[src/rtl/prbs31_test_ctrl_pkg.sv]
`default_nettype none
// +--------------------------------------------------------------------------+
// | prbs_pkg: shared state encoding and PRBS31 constants for the link test.  |
// | Revision: 1.0                                                            |
// +--------------------------------------------------------------------------+
package prbs_pkg;

  typedef enum logic [2:0] {
    ST_IDLE = 3'd0,
    ST_SEED = 3'd1,
    ST_SYNC = 3'd2,
    ST_RUN  = 3'd3,
    ST_DONE = 3'd4
  } state_t;

  localparam logic [30:0] c_prbs31_seed = 31'd1;
  localparam int          c_tap_a       = 27;
  localparam int          c_tap_b       = 30;

  // x^31 + x^28 + 1: the next bit equals the bits 28 and 31 positions back.
  function automatic logic prbs31_expect(input logic [30:0] sh);
    return sh[c_tap_a] ^ sh[c_tap_b];
  endfunction

endpackage
`default_nettype wire

[src/rtl/prbs31_test_ctrl_if.sv]
`default_nettype none
// +--------------------------------------------------------------------------+
// | prbs31_test_ctrl_if: command, generator and status bundle of the test.   |
// | Optional port inject exists when PRBS_ERR_INJECT_EN is defined.          |
// | Revision: 1.0                                                            |
// +--------------------------------------------------------------------------+
interface prbs31_test_ctrl_if #(
  parameter int BURST_W = 16,
  parameter int ERR_W   = 8
);
  logic               cmd_start;
  logic               cmd_stop;
  logic [BURST_W-1:0] burst_len;
  logic               gen_bit;
  logic               rx_bit;
  logic               gen_load;
  logic               gen_en;
  logic               tx_bit;
  logic               busy;
  logic               locked;
  logic               done;
  logic [ERR_W-1:0]   err_cnt;
  logic               err_sat;
`ifdef PRBS_ERR_INJECT_EN
  logic               inject;
`endif

  modport slave (
    input  cmd_start, cmd_stop, burst_len, gen_bit, rx_bit,
`ifdef PRBS_ERR_INJECT_EN
    input  inject,
`endif
    output gen_load, gen_en, tx_bit, busy, locked, done, err_cnt, err_sat
  );

  modport master (
    output cmd_start, cmd_stop, burst_len, gen_bit, rx_bit,
`ifdef PRBS_ERR_INJECT_EN
    output inject,
`endif
    input  gen_load, gen_en, tx_bit, busy, locked, done, err_cnt, err_sat
  );
endinterface
`default_nettype wire

[src/rtl/prbs31_chk.sv]
`default_nettype none
// +--------------------------------------------------------------------------+
// | prbs31_chk: self-synchronising PRBS31 receive shift register and compare.|
// | Revision: 1.0                                                            |
// +--------------------------------------------------------------------------+
module prbs31_chk
  import prbs_pkg::*;
(
  input  wire logic clk,
  input  wire logic rst_n,
  input  wire logic clr,
  input  wire logic shift_en,
  input  wire logic rx_bit,
  output logic      err_o
);

  logic [30:0] r_rx_sh;

  always_ff @(posedge clk or posedge rst_n) begin
    if (rst_n) begin
      r_rx_sh <= '0;
    end else if (clr) begin
      r_rx_sh <= '0;
    end else if (shift_en) begin
      r_rx_sh <= {r_rx_sh[29:0], rx_bit};
    end
  end

  // Expected bit comes from received history, so lock needs no seed alignment.
  assign err_o = rx_bit ^ prbs31_expect(r_rx_sh);

endmodule
`default_nettype wire

[src/rtl/prbs31_test_ctrl.sv]
`default_nettype none
// +--------------------------------------------------------------------------+
// | prbs31_test_ctrl: PRBS31 link test sequencer, error counter and status.  |
// | Define PRBS_ERR_INJECT_EN to add the inject input (tx flip in RUN).      |
// | Revision: 1.0                                                            |
// +--------------------------------------------------------------------------+
module prbs31_test_ctrl
  import prbs_pkg::*;
#(
  parameter int BURST_W     = 16,
  parameter int ERR_W       = 8,
  parameter int SYNC_CYCLES = 31
) (
  input wire logic          clk,
  input wire logic          rst_n,
  prbs31_test_ctrl_if.slave bus
);

  localparam int SYNC_W = $clog2(SYNC_CYCLES + 1);

  state_t             r_state;
  state_t             w_state_nxt;
  logic [BURST_W-1:0] r_burst_len;
  logic [BURST_W-1:0] r_bit_cnt;
  logic [BURST_W-1:0] w_bit_nxt;
  logic [SYNC_W-1:0]  r_sync_cnt;
  logic [ERR_W-1:0]   r_err_cnt;
  logic               r_err_sat;
  logic               w_start_acc;
  logic               w_chk_err;
  logic               w_shift_en;
  logic               w_sync_last;
  logic               w_burst_last;

  assign w_start_acc  = bus.cmd_start && !bus.cmd_stop &&
                        (r_state == ST_IDLE || r_state == ST_DONE);
  assign w_bit_nxt    = r_bit_cnt + BURST_W'(1);
  assign w_sync_last  = (r_sync_cnt == SYNC_W'(SYNC_CYCLES - 1));
  assign w_burst_last = (r_burst_len != '0) && (w_bit_nxt == r_burst_len);
  assign w_shift_en   = (r_state == ST_SYNC) || (r_state == ST_RUN);

  always_ff @(posedge clk or posedge rst_n) begin
    if (rst_n) begin
      r_state <= ST_IDLE;
    end else begin
      r_state <= w_state_nxt;
    end
  end

  always_comb begin
    w_state_nxt = r_state;
    if (bus.cmd_stop) begin
      w_state_nxt = ST_IDLE;
    end else begin
      case (r_state)
        ST_IDLE: if (bus.cmd_start) w_state_nxt = ST_SEED;
        ST_SEED: w_state_nxt = ST_SYNC;
        ST_SYNC: if (w_sync_last) w_state_nxt = ST_RUN;
        ST_RUN:  if (w_burst_last) w_state_nxt = ST_DONE;
        ST_DONE: if (bus.cmd_start) w_state_nxt = ST_SEED;
        default: w_state_nxt = ST_IDLE;
      endcase
    end
  end

  always_ff @(posedge clk or posedge rst_n) begin
    if (rst_n) begin
      r_burst_len <= '0;
      r_bit_cnt   <= '0;
      r_sync_cnt  <= '0;
      r_err_cnt   <= '0;
      r_err_sat   <= 1'b0;
    end else if (w_start_acc) begin
      r_burst_len <= bus.burst_len;
      r_bit_cnt   <= '0;
      r_sync_cnt  <= '0;
      r_err_cnt   <= '0;
      r_err_sat   <= 1'b0;
    end else begin
      if (r_state == ST_SYNC) begin
        r_sync_cnt <= r_sync_cnt + SYNC_W'(1);
      end
      if (r_state == ST_RUN) begin
        r_bit_cnt <= w_bit_nxt;
      end
      // Saturate at all-ones; the flag rises on the same edge as the count.
      if (r_state == ST_RUN && w_chk_err && r_err_cnt != '1) begin
        r_err_cnt <= r_err_cnt + ERR_W'(1);
        if (r_err_cnt == {{(ERR_W-1){1'b1}}, 1'b0}) begin
          r_err_sat <= 1'b1;
        end
      end
    end
  end

  prbs31_chk u_chk (
    .clk     (clk),
    .rst_n   (rst_n),
    .clr     (w_start_acc),
    .shift_en(w_shift_en),
    .rx_bit  (bus.rx_bit),
    .err_o   (w_chk_err)
  );

  assign bus.gen_load = (r_state == ST_SEED);
  assign bus.gen_en   = w_shift_en;
  assign bus.busy     = (r_state == ST_SEED) || w_shift_en;
  assign bus.locked   = (r_state == ST_RUN);
  assign bus.done     = (r_state == ST_DONE);
  assign bus.err_cnt  = r_err_cnt;
  assign bus.err_sat  = r_err_sat;

`ifdef PRBS_ERR_INJECT_EN
  assign bus.tx_bit = bus.gen_bit ^ (bus.inject && (r_state == ST_RUN));
`else
  assign bus.tx_bit = bus.gen_bit;
`endif

endmodule
`default_nettype wire
[src/flat_wrapper.sv]
// flat-port wrapper written by rule: the top's interface ports become plain ports
module prbs31_test_ctrl_flat import prbs_pkg::*;
#(
  parameter int BURST_W     = 16,
  parameter int ERR_W       = 8,
  parameter int SYNC_CYCLES = 31
)
  (clk, rst_n, bus_cmd_start, bus_cmd_stop, bus_burst_len, bus_gen_bit, bus_rx_bit, bus_gen_load, bus_gen_en, bus_tx_bit, bus_busy, bus_locked, bus_done, bus_err_cnt, bus_err_sat);
  prbs31_test_ctrl_if #(.BURST_W(BURST_W), .ERR_W(ERR_W)) bus_i ();
  input wire logic clk;
  input wire logic rst_n;
  input wire logic [$bits(bus_i.cmd_start)-1:0] bus_cmd_start;
  input wire logic [$bits(bus_i.cmd_stop)-1:0] bus_cmd_stop;
  input wire logic [$bits(bus_i.burst_len)-1:0] bus_burst_len;
  input wire logic [$bits(bus_i.gen_bit)-1:0] bus_gen_bit;
  input wire logic [$bits(bus_i.rx_bit)-1:0] bus_rx_bit;
  output wire logic [$bits(bus_i.gen_load)-1:0] bus_gen_load;
  output wire logic [$bits(bus_i.gen_en)-1:0] bus_gen_en;
  output wire logic [$bits(bus_i.tx_bit)-1:0] bus_tx_bit;
  output wire logic [$bits(bus_i.busy)-1:0] bus_busy;
  output wire logic [$bits(bus_i.locked)-1:0] bus_locked;
  output wire logic [$bits(bus_i.done)-1:0] bus_done;
  output wire logic [$bits(bus_i.err_cnt)-1:0] bus_err_cnt;
  output wire logic [$bits(bus_i.err_sat)-1:0] bus_err_sat;
  assign bus_i.cmd_start = bus_cmd_start;
  assign bus_i.cmd_stop = bus_cmd_stop;
  assign bus_i.burst_len = bus_burst_len;
  assign bus_i.gen_bit = bus_gen_bit;
  assign bus_i.rx_bit = bus_rx_bit;
  assign bus_gen_load = bus_i.gen_load;
  assign bus_gen_en = bus_i.gen_en;
  assign bus_tx_bit = bus_i.tx_bit;
  assign bus_busy = bus_i.busy;
  assign bus_locked = bus_i.locked;
  assign bus_done = bus_i.done;
  assign bus_err_cnt = bus_i.err_cnt;
  assign bus_err_sat = bus_i.err_sat;
  prbs31_test_ctrl #(.BURST_W(BURST_W), .ERR_W(ERR_W), .SYNC_CYCLES(SYNC_CYCLES)) u_core (.clk(clk), .rst_n(rst_n), .bus(bus_i));
endmodule
[config.mk]
export PLATFORM = sky130hd
export DESIGN_NAME = prbs31_test_ctrl_flat
export DESIGN_NICKNAME = d
export VERILOG_FILES = /design/src/rtl/prbs31_test_ctrl_pkg.sv /design/src/rtl/prbs31_test_ctrl_if.sv /design/src/rtl/prbs31_chk.sv /design/src/rtl/prbs31_test_ctrl.sv /design/src/flat_wrapper.sv
export SDC_FILE = /design/constraint.sdc
export NUM_CORES = 1
export LEC_CHECK = 0
export ABC_AREA = 1
export BUFFER_PORTS_ARGS = -buffer_cell sky130_fd_sc_hd__buf_2
export CAP_MARGIN = 20
export CORE_MARGIN = 4
export CORE_UTILIZATION = 48
export CTS_CLUSTER_DIAMETER = 100
export DETAILED_ROUTE_END_ITERATION = 12
export GPL_TIMING_DRIVEN = 0
export PLACE_DENSITY_LB_ADDON = 0.05
export SLEW_MARGIN = 20
export SYNTH_ARGS = -nofsm -noshare
export SYNTH_HDL_FRONTEND = slang
export SYNTH_SLANG_ARGS = --single-unit
[constraint.sdc]
create_clock -name clk -period 7 [get_ports clk]
set_input_delay 0.7 -clock clk [delete_from_list [all_inputs] [get_ports clk]]
set_output_delay 0.7 -clock clk [all_outputs]
set_load 0.02 [all_outputs]
==> results.txt <==
Run status: finished, final reports clean
Most used standard cell by instance count after synthesis: sky130_fd_sc_hd__nand2_1
CP Capture Type: output pin
Clock skew: 8.10 ps
Starting density of the core: 49.6%
Fraction of layout cells with a size suffix above 1: 14.2%
Number of synthesized register bits: 80
Part of the Yosys area used for sequential elements: 49.1%
Synthesis-to-layout area growth: 13.3%
Data required time at the worst endpoint: 6300 ps
Via count of the first global-routing pass: 3374
Deepest clock path buffer count: 2
Wire length of the first global-routing pass: 15.6 mm
Final number of hold-violating endpoints: 0
Top cell type by total area after synthesis: sky130_fd_sc_hd__dfrtp_1
Hold buffers post-CTS: 0
Final Max Tran Viols: 0
Dominant delay contributor by cell family on the critical path: buffers and inverters
Post-layout nets: 593
Fin cells: 676
Synthesized netlist cell count: 519
Row Count: 33
Clk_lat worst skew: 360 ps
Number of diodes: 0
Leakage Power: 2.18 nW
Data arrival time of the worst path: 1820 ps
PD cells: 345 nW/um2
Critical path startpoint category: register
Main synth FF type: sky130_fd_sc_hd__dfrtp_1
Fraction of synthesized cell area taken by the top area cell type: 49.1%
CTS tree: done
Max stage delay on crit path: 380 ps
Count of endpoints failing setup in the final report: 0
Clock Tree Root: sky130_fd_sc_hd__clkbuf_8
Mapped Nets: 546
Number of buffers created by CTS: 9
Setup repair after global routing missed its margin: no
Total negative setup slack: 0 ps
Netlist cell types: 29
RD Place Congestion: 0.858
Die area: 10000 um2
Worst IR drop on VDD: 183 uV
Worst path bufs/invs: 4
Combined area of all synthesized cells: 4070 um2
Worst rel slew slack: 61.0%
TritonRoute pass-1 iters: 4
Leading post-synthesis cells by cell area: sky130_fd_sc_hd__dfrtp_1 (49%), sky130_fd_sc_hd__nand2_1 (11%), sky130_fd_sc_hd__inv_1 (7.4%)
Vias per cell: 5.19
Slew at the pin with the worst max-slew slack: 585 ps
Average cell area after synthesis: 7.85 um2
Number of antenna violations at the first check in global routing: 0
Count of clock tree sinks: 80
Synthesis Warnings: 0
Vias: 3506
Worst min-delay path class: in -> async
Total Routed Length: 9.32 mm
Critical path class: reg -> out
Final Critical Period: 2520 ps
Upper clock frequency limit: 397 MHz
Max Cap Violations: 0
Number of I/O pins: 37
GRT overflow: 0
Maximum fanout along the worst path: 10
Final worst-path cycle share: 36.0%
DRC Markers: 0
Core area: 8220 um2
Placed cell count: 660
Number of instances resized during post-cts repair: 0
Pin count of the biggest net entering global routing: 44
First-iteration detailed-routing DRC count: 134
Setup repair bufs after CTS: 0
Die width: 100 um
Cell breakdown of the critical path: inv_1 -> nand2_2 -> inv_2 -> nand2_1 -> clkinv_1 -> buf_2
Number of flops mapped to enable cells by yosys: 0
Slowest cell on the critical path: sky130_fd_sc_hd__dfrtp_1
I/O Buffers: 35
HPWL after detailed placement: 6.85 mm
Async set-reset flop share out of synthesis: 100%
Top cell types by occurrence after synthesis: sky130_fd_sc_hd__nand2_1 (114), sky130_fd_sc_hd__dfrtp_1 (80), sky130_fd_sc_hd__inv_1 (80), sky130_fd_sc_hd__nand3_1 (51)
All-Layer GR Usage: 19.6%
Average wire per cell in the routed design: 13.8 um
Total number of H-tree levels: 3
Die Height: 100 um
Remaining antenna violation count: 0
Clock Pin Slew Worst Setup and Hold Paths: 100 ps
==> worst register-to-register path, cell delays in order (launching register included) <==
cell	delay [ps]
sky130_fd_sc_hd__dfrtp_1	420
sky130_fd_sc_hd__ha_1	230
sky130_fd_sc_hd__nand3_1	150
sky130_fd_sc_hd__nor2_1	240
sky130_fd_sc_hd__nand3_1	110
sky130_fd_sc_hd__nand2_1	90
sky130_fd_sc_hd__nand2_1	70
sky130_fd_sc_hd__nand2_1	100
sky130_fd_sc_hd__nand3_1	90
sky130_fd_sc_hd__nor2_1	110
sky130_fd_sc_hd__nand3_1	110
sky130_fd_sc_hd__nand2_1	100
sky130_fd_sc_hd__o211ai_1	80
==> sequential cells by signal, summed over array words and instances, names as in the netlist <==
register and count:
u_core.r_bit_cnt 16, u_core.bus.err_cnt 8, u_core.r_state 3, u_core.bus.err_sat 1, u_core.r_sync_cnt 5, u_core.r_burst_len 16
u_core.u_chk.r_rx_sh 31
==> where the power goes <==
group          internal [mW]  leakage (nW)  switching [mW]
Combinational          0.185         0.999           0.360
Sequential             0.596          1.08          0.0848
Clock                  0.173         0.108           0.194
Total                  0.954          2.18           0.639
==> layout by cell type (no fill, tap or decap), types with 2 or more instances in the layout <==
cell type and instances:
sky130_fd_sc_hd__nand3_1 51, sky130_fd_sc_hd__nand2_2 10, sky130_fd_sc_hd__o22ai_1 39, sky130_fd_sc_hd__clkinv_4 3, sky130_fd_sc_hd__inv_2 4, sky130_fd_sc_hd__nor2_2 4
sky130_fd_sc_hd__nor2_1 39, sky130_fd_sc_hd__o21ai_1 5, sky130_fd_sc_hd__inv_8 2, sky130_fd_sc_hd__nand2_1 114, sky130_fd_sc_hd__dfrtp_1 80, sky130_fd_sc_hd__nand3b_1 2
sky130_fd_sc_hd__a21oi_1 11, sky130_fd_sc_hd__clkbuf_1 12, sky130_fd_sc_hd__nor2_4 4, sky130_fd_sc_hd__nor3_1 5, sky130_fd_sc_hd__xnor2_1 2, sky130_fd_sc_hd__clkbuf_8 9
sky130_fd_sc_hd__xor2_1 2, sky130_fd_sc_hd__o21ai_0 33, sky130_fd_sc_hd__inv_1 79, sky130_fd_sc_hd__nand4_1 8, sky130_fd_sc_hd__ha_1 5, sky130_fd_sc_hd__buf_2 36
==> per-stage QoR <==
step                total power [mW]  hold slack (ps)  utilization [%]  area (um2)  setup WS [ps]
floorplan                       1.08              434                -        4070           4250
global placement                1.22              457             53.3        4380           3220
detailed placement              1.24              464             53.6        4400           4790
CTS                             1.60              378             56.2        4610           4480
global route                    1.72              397             56.2        4610           4340
finish                          1.59              358             56.2        4610           4480
==> layer usage <==
metal | vias to the layer above | track usage, % | wire (um)
met3 | 22 | 4.03 | 311
li1 | 1797 | - | -
met1 | 1622 | 26.7 | 4390
met2 | 65 | 30.4 | 4390
met5 | - | 0 | 0
met4 | 0 | 8.50 | 235
==> final timing paths <==
kind / startpoint / end / slack (ps) / cells after the start
setup / recovery: u_core.r_state[2]$_DFFE_PP0P_ / bus_locked / 4480 / 6
hold / removal: rst_n / u_core.u_chk.r_rx_sh[7]$_DFFE_PP0P_ / 360 / 2
setup reg to reg: u_core.r_bit_cnt[0]$_DFFE_PP0P_ / u_core.r_state[1]$_DFFE_PP0P_ / 4970 / 12
hold reg to reg: u_core.r_sync_cnt[4]$_DFFE_PP0P_ / u_core.r_sync_cnt[4]$_DFFE_PP0P_ / 470 / 1
max in group asynchronous: rst_n / u_core.r_sync_cnt[3]$_DFFE_PP0P_ / 6040 / 3
min in group clk: u_core.r_sync_cnt[4]$_DFFE_PP0P_ / u_core.r_sync_cnt[4]$_DFFE_PP0P_ / 470 / 1
==> final cells by class <==
class                      instances  area, um2
buffer                            14       57.6
fill                             786       3600
clock buffer                       9        124
tap                              105        131
clock inverter                     7       87.6
timing repair buffer              36        195
sequential                        80       2000
inverter                          85        322
multi-input combinational        340       1700
==> logic make-up (layout without fill, tap and decap cells) <==
family | after synthesis | after routing | share of synthesized area (%)
simple gates | 240 | 240 | 26.6
buf+inv | 99 | 151 | 9.24
compound gates | 91 | 91 | 12.6
flops | 80 | 80 | 49.1
fa+ha+maj | 5 | 5 | 1.54
xor+xnor | 4 | 4 | 0.860
(Power assumes the default switching activity.)
